$ cat config.mk
export PLATFORM = sky130hd
export DESIGN_NAME = fir_filter_mc_pipelined
export DESIGN_NICKNAME = d
export VERILOG_FILES = /design/src/rtl/fir_pkg.sv /design/src/rtl/fir_channel_datapath.sv /design/src/rtl/fir_filter_mc_pipelined.sv
export SDC_FILE = /design/constraint.sdc
export NUM_CORES = 2
export LEC_CHECK = 0
export CAP_MARGIN = 25
export CORE_MARGIN = 3
export CORE_UTILIZATION = 50
export DETAILED_ROUTE_END_ITERATION = 10
export PLACE_DENSITY = 0.73
export SLEW_MARGIN = 25
export SYNTH_ARGS = -nofsm -noshare
export SYNTH_HDL_FRONTEND = slang
export SYNTH_SLANG_ARGS = --single-unit
$ cat constraint.sdc
create_clock -name clk -period 9.5 [get_ports clk]
set_clock_uncertainty 0.15 [all_clocks]
set_input_delay 1.425 -clock clk [delete_from_list [all_inputs] [get_ports clk]]
set_output_delay 1.425 -clock clk [all_outputs]
set_load 0.05 [all_outputs]
$ cat src/rtl/fir_pkg.sv
// Width derivation and sign/zero extension shared by the FIR top and its channel datapaths.
package fir_pkg;

  localparam int unsigned EXT_W = 64;

  function automatic int calc_ow(input int dw, input int cw, input int ntaps);
    return dw + cw + $clog2(ntaps);
  endfunction

  function automatic int calc_iw(input int ntaps);
    return $clog2(ntaps + 1);
  endfunction

  // Treats the low w bits of v as a value and extends it to EXT_W bits, sign-extending when sgn is set.
  function automatic logic [EXT_W-1:0] ext(input logic [EXT_W-1:0] v, input int w, input logic sgn);
    logic [EXT_W-1:0] mask;
    logic [EXT_W-1:0] r;
    mask = {EXT_W{1'b1}} << w;
    r    = v & ~mask;
    if (sgn && v[6'(w - 1)]) r = r | mask;
    return r;
  endfunction

endpackage

$ cat src/rtl/fir_channel_datapath.sv
// One FIR channel: delay line, registered products, registered adder tree; 3 cycles sample to y.
// No backpressure; y holds its value on cycles when no new result is produced.
module fir_channel_datapath
  import fir_pkg::*;
#(
  parameter int NTAPS  = 7,
  parameter int DW     = 8,
  parameter int CW     = 8,
  parameter int SIGNED = 0,
  parameter int OW     = calc_ow(DW, CW, NTAPS)
) (
  input  logic                clk,
  input  logic                rst_n,
  input  logic                shift_en,
  input  logic [DW-1:0]       x_in,
  input  logic                prod_en,
  input  logic [NTAPS*CW-1:0] coef,
  input  logic                sum_en,
  output logic [OW-1:0]       y_out
);

  localparam int   PW  = DW + CW;
  localparam logic SGN = (SIGNED != 0);

  logic [DW-1:0] dly_q  [NTAPS];
  logic [DW-1:0] dly_d  [NTAPS];
  logic [PW-1:0] prod_q [NTAPS];
  logic [PW-1:0] prod_d [NTAPS];
  logic [OW-1:0] y_q;
  logic [OW-1:0] y_d;

  always_comb begin
    logic [PW-1:0] c_ext;
    logic [PW-1:0] d_ext;
    logic [OW-1:0] acc;
    c_ext = '0;
    d_ext = '0;
    acc   = '0;
    for (int k = 0; k < NTAPS; k++) begin
      dly_d[k]  = dly_q[k];
      prod_d[k] = prod_q[k];
    end
    if (shift_en) begin
      dly_d[0] = x_in;
      for (int k = 1; k < NTAPS; k++) dly_d[k] = dly_q[k-1];
    end
    // Operands extended to PW first so the truncated product is exact in either mode.
    if (prod_en) begin
      for (int k = 0; k < NTAPS; k++) begin
        c_ext     = PW'(ext(EXT_W'(coef[k*CW +: CW]), CW, SGN));
        d_ext     = PW'(ext(EXT_W'(dly_q[k]), DW, SGN));
        prod_d[k] = c_ext * d_ext;
      end
    end
    for (int k = 0; k < NTAPS; k++) acc = acc + OW'(ext(EXT_W'(prod_q[k]), PW, SGN));
    y_d = sum_en ? acc : y_q;
  end

  always_ff @(posedge clk or negedge rst_n) begin
    if (!rst_n) begin
      for (int k = 0; k < NTAPS; k++) begin
        dly_q[k]  <= '0;
        prod_q[k] <= '0;
      end
      y_q <= '0;
    end else begin
      for (int k = 0; k < NTAPS; k++) begin
        dly_q[k]  <= dly_d[k];
        prod_q[k] <= prod_d[k];
      end
      y_q <= y_d;
    end
  end

  assign y_out = y_q;

endmodule

$ cat src/rtl/fir_filter_mc_pipelined.sv
// NCH-channel FIR sharing a double-buffered, frame-checked coefficient set; in_valid to out_valid is 3 cycles.
// No backpressure: every out_valid cycle must be consumed downstream.
module fir_filter_mc_pipelined
  import fir_pkg::*;
#(
  parameter int NTAPS  = 7,
  parameter int DW     = 8,
  parameter int CW     = 8,
  parameter int NCH    = 2,
  parameter int SIGNED = 0,
  parameter int OW     = calc_ow(DW, CW, NTAPS)
) (
  input  logic              clk,
  input  logic              rst_n,
  input  logic [CW-1:0]     coef_val,
  input  logic              coef_wr,
  input  logic              coef_last,
  output logic              coef_active,
  output logic              coef_err,
  input  logic              in_valid,
  input  logic [NCH*DW-1:0] x_in,
  output logic              out_valid,
  output logic [NCH*OW-1:0] y_out
);

  localparam int            IW       = calc_iw(NTAPS);
  localparam logic [IW-1:0] LAST_IDX = IW'(NTAPS - 1);
  localparam logic [IW-1:0] FULL_IDX = IW'(NTAPS);

  logic [IW-1:0]       wi_q, wi_d;
  logic                bad_q, bad_d;
  logic                err_q, err_d;
  logic                act_q, act_d;
  logic                v0_q, v0_d;
  logic                vp_q, vp_d;
  logic                ov_q, ov_d;
  logic [CW-1:0]       shadow_q [NTAPS];
  logic [CW-1:0]       shadow_d [NTAPS];
  logic [CW-1:0]       bank_q   [NTAPS];
  logic [CW-1:0]       bank_d   [NTAPS];
  logic [NTAPS*CW-1:0] bank_flat;

  always_comb begin
    wi_d  = wi_q;
    bad_d = bad_q;
    err_d = 1'b0;
    act_d = act_q;
    for (int k = 0; k < NTAPS; k++) begin
      shadow_d[k] = shadow_q[k];
      bank_d[k]   = bank_q[k];
    end
    if (coef_wr) begin
      for (int k = 0; k < NTAPS; k++) begin
        if (wi_q == IW'(k)) shadow_d[k] = coef_val;
      end
      if (coef_last) begin
        wi_d  = '0;
        bad_d = 1'b0;
        // The final word bypasses the shadow so the whole set lands in the active bank on this edge.
        if (!bad_q && wi_q == LAST_IDX) begin
          for (int k = 0; k < NTAPS - 1; k++) bank_d[k] = shadow_q[k];
          bank_d[NTAPS-1] = coef_val;
          act_d           = 1'b1;
        end else begin
          err_d = 1'b1;
        end
      end else if (wi_q == FULL_IDX) begin
        bad_d = 1'b1;
      end else begin
        wi_d = wi_q + IW'(1);
      end
    end
    v0_d = in_valid;
    vp_d = v0_q & act_q;
    ov_d = vp_q;
    bank_flat = '0;
    for (int k = 0; k < NTAPS; k++) bank_flat[k*CW +: CW] = bank_q[k];
  end

  always_ff @(posedge clk or negedge rst_n) begin
    if (!rst_n) begin
      wi_q  <= '0;
      bad_q <= 1'b0;
      err_q <= 1'b0;
      act_q <= 1'b0;
      v0_q  <= 1'b0;
      vp_q  <= 1'b0;
      ov_q  <= 1'b0;
    end else begin
      wi_q  <= wi_d;
      bad_q <= bad_d;
      err_q <= err_d;
      act_q <= act_d;
      v0_q  <= v0_d;
      vp_q  <= vp_d;
      ov_q  <= ov_d;
    end
  end

  always_ff @(posedge clk) begin
    for (int k = 0; k < NTAPS; k++) begin
      shadow_q[k] <= shadow_d[k];
      bank_q[k]   <= bank_d[k];
    end
  end

  for (genvar c = 0; c < NCH; c++) begin : g_ch
    fir_channel_datapath #(
      .NTAPS (NTAPS),
      .DW    (DW),
      .CW    (CW),
      .SIGNED(SIGNED),
      .OW    (OW)
    ) u_dp (
      .clk     (clk),
      .rst_n   (rst_n),
      .shift_en(in_valid),
      .x_in    (x_in[c*DW +: DW]),
      .prod_en (vp_d),
      .coef    (bank_flat),
      .sum_en  (vp_q),
      .y_out   (y_out[c*OW +: OW])
    );
  end

  assign coef_active = act_q;
  assign coef_err    = err_q;
  assign out_valid   = ov_q;

endmodule

==> flow_metrics.tcl <==
set metrics [dict create \
    antenna_found_initial 6 \
    critPathBufInv 3 \
    clk-insertion-delay-late_ps 660 \
    critPathRequiredTime_ps 9900 \
    setup_tns_ps 0 \
    cp.arrival_ps 6010 \
    syn-num-nets 6481 \
    min_period_ps 5600 \
    drt_pass1_iterations 5 \
    max_freq_mhz 178 \
    worstPathCellList "ha_1 > inv_1 > fa_1 > nor2b_1 > o31a_1 > o211ai_1 > a21boi_1 > o22a_1 > a21o_1 > a21oi_1 > xnor2_1 > fa_1 > inv_1 > fa_1 > inv_1 > fa_1 > ha_1 > nand3_1 > or2_2 > o311ai_1 > xor2_1 > mux2_2" \
    rsz0062_at_grt "no" \
    hold_viol 0 \
    die_h_um 326 \
    yosys.area_share.simple_pct 14.7 \
    pin_count 70 \
    synth_top_family_by_area "adder cells" \
    ys_async_sr_fraction_pct 78.6 \
    yosys-mux-area-fraction_pct 3.27 \
    holdBufCountCts 0 \
    fin_crit_sh_pct 59.0 \
    yosysSeqAreaShare_pct 24.8 \
    min-delay-path-class "reg -> reg" \
    numCtsBuffers 55 \
    synth_edf_count 104 \
    path_delay_family "adder cells" \
    grt_overflow 0 \
    die_x_um 326 \
    critical_path.max_fanout 7 \
    port_buffers 69 \
    synthAdderAreaFrac_pct 38.9 \
    synth_seq_cells 487 \
    vias 36000 \
    start_util_pct 50.7 \
    placementRows 116 \
    grt_start_max_net_pins 159 \
    cts_resized 0 \
    crit_type "reg -> reg" \
    status "complete, no violations" \
    drv_slew 0 \
    syn_avg_cell_area_um2 9.77 \
    clock_sinks 487 \
    drive_gt1_share_pct 5.46 \
    drtAntennaViolNets 0 \
    ys.flop_type "dfrtp_1" \
    wl_um 129000 \
    cp-end-kind "register" \
    track_usage_pct 25.1 \
    slowest_delay_ps 490 \
    dieArea_um2 106000 \
    dp_hpwl_um 101000 \
    cts_setup_buffers 0 \
    worst_pin_slew_ps 1050 \
    synthCells 5240 \
    htree_levels 2 \
    crit_path_frequent_cell "fa_1" \
    yosysWarnings 0 \
    area_delta_synth_final_pct 7.29 \
    cts.clk_slew.worst_paths_ps 70 \
    drv_cap 0 \
    cp-start-kind "register" \
    grt_first_pass_wirelength_um 210000 \
    cts_root_buffer "clkbuf_16" \
    clock_path_buffers 3 \
    finish.net_count 6418 \
    vias_per_cell 5.47 \
    netlist_area_um2 51200 \
    crit_slowest_cell "fa_1" \
    tritoncts "built" \
    grt_pass1_vias 37200 \
    setup_viol 0 \
    drt-initial-drc-count 2674 \
    gp_congestion 0.914 \
    yosysUniqueCellTypes 71 \
    synth_compound_area_share_pct 7.56 \
    synthXorXnorAreaFrac_pct 2.99 \
    slew_headroom_pct 29.7 \
    core_area_um2 101000 \
    drc 0 \
    wire_per_inst_um 19.6 \
]
synth_stat cells, types with 31 or more instances:
library cell  count  area share, %
xnor2_1          93            1.6
fa_1            634             25
o21ai_1          31           0.30
edfxtp_1        104            6.1
o21ai_0         213            2.1
nand3_1          34           0.33
ha_1            578             14
nor2b_1          40           0.49
inv_1           851            6.2
nand2_1         713            5.2
o21a_1           53           0.78
nor3_1           42           0.41
nand2b_1         31           0.38
dfrtp_1         383             19
and2_1          513            6.3
xor2_1           82            1.4
nor2_1          103           0.76
mux2_2          143            3.1
a21o_1           54           0.79
clkbuf_1        185            1.4
a21oi_1         116            1.1
routing by layer:
| layer | up-vias | track usage (%) | part of all wire, % |
|---|---|---|---|
| li1 | 16500 | - | - |
| met1 | 18200 | 36.0 | 45 |
| met2 | 1114 | 39.6 | 45 |
| met3 | 193 | 4.10 | 6.9 |
| met4 | 4 | 6.92 | 2.6 |
| met5 | - | 0 | 0.021 |
sequential cells by signal (all words and copies together) (netlist names):
signal / count
bad_q: 1
bank_q: 56
coef_active: 1
coef_err: 1
g_ch.u_dp.dly_q: 112
g_ch.u_dp.prod_q: 224
g_ch.u_dp.y_out: 38
out_valid: 1
ov_d: 1
shadow_q: 48
v0_q: 1
wi_q: 3
area by class of cell:
class / instances / area [µm²]
timing repair buffer: 86 / 837
clock buffer: 67 / 1540
antenna: 4 / 10.0
sequential: 487 / 12700
multi-input combinational: 3696 / 34500
fill: 8829 / 46000
inverter: 851 / 3200
clock inverter: 37 / 408
tap: 1357 / 1700
worst paths after layout:
path | startpoint | end | slack (ps) | cells after the start
max | g_ch[1].u_dp.prod_q[80]$_DFFE_PN0P_ | g_ch[1].u_dp.y_out[17]$_DFFE_PN0P_ | 3900 | 22
min | shadow_q[5][3]$_DFFE_PP_ | bank_q[5][3]$_DFFE_PP_ | 260 | 0
max reg2reg | g_ch[1].u_dp.prod_q[80]$_DFFE_PN0P_ | g_ch[1].u_dp.y_out[17]$_DFFE_PN0P_ | 3900 | 22
min reg2reg | shadow_q[5][3]$_DFFE_PP_ | bank_q[5][3]$_DFFE_PP_ | 260 | 0
max in group asynchronous | rst_n | g_ch[1].u_dp.y_out[4]$_DFFE_PN0P_ | 6750 | 3
min in group asynchronous | rst_n | g_ch[0].u_dp.dly_q[30]$_DFFE_PN0P_ | 570 | 1
placed cells by master (no fill, tap or decap), types with 7 or more instances in the layout:
cell	instances
inv_1	850
nand2_1	712
fa_1	634
ha_1	578
and2_1	513
dfrtp_1	382
o21ai_0	213
mux2_2	143
a21oi_1	116
edfxtp_1	104
nor2_1	103
xnor2_1	93
xor2_1	82
clkdlybuf4s50_1	67
clkbuf_16	58
a21o_1	54
o21a_1	53
nor3_1	41
nor2b_1	40
nand3_1	34
o21ai_1	31
nand2b_1	31
o31ai_1	26
a211oi_1	23
a31oi_1	22
and3_1	16
buf_4	16
o31a_1	12
clkinv_2	10
or4_1	10
o211ai_1	8
nand4_1	8
nor4_1	8
clkinvlp_4	7
clkinv_4	7
per-stage QoR:
stage	util, %	setup WS (ps)	instances	cell area [µm²]	hold WS, ps
2_1_floorplan	-	3160	5240	51200	250
3_3_place_gp	52.5	4030	6477	53000	250
3_5_place_dp	52.5	3940	6477	53000	255
4_1_cts	54.4	3930	6581	54900	260
5_1_grt	54.4	3560	6581	54900	272
6_report	54.4	3900	6585	54900	264
cell families (layout without fill, tap and decap cells):
kind of cell | count (synthesis) | in the layout
AND/OR/NAND/NOR | 1538 | 1538
adder cells (fa/ha/maj) | 1212 | 1212
buffers and inverters | 1057 | 1041
AO/OA/AOI/OAI | 622 | 622
flip-flops | 487 | 487
XOR/XNOR | 175 | 175
multiplexers | 149 | 149
other | 0 | 4
Power is left out: the tool's default activity adds up to more than one toggle a clock period on the data nets, which glitch-free logic cannot reach.
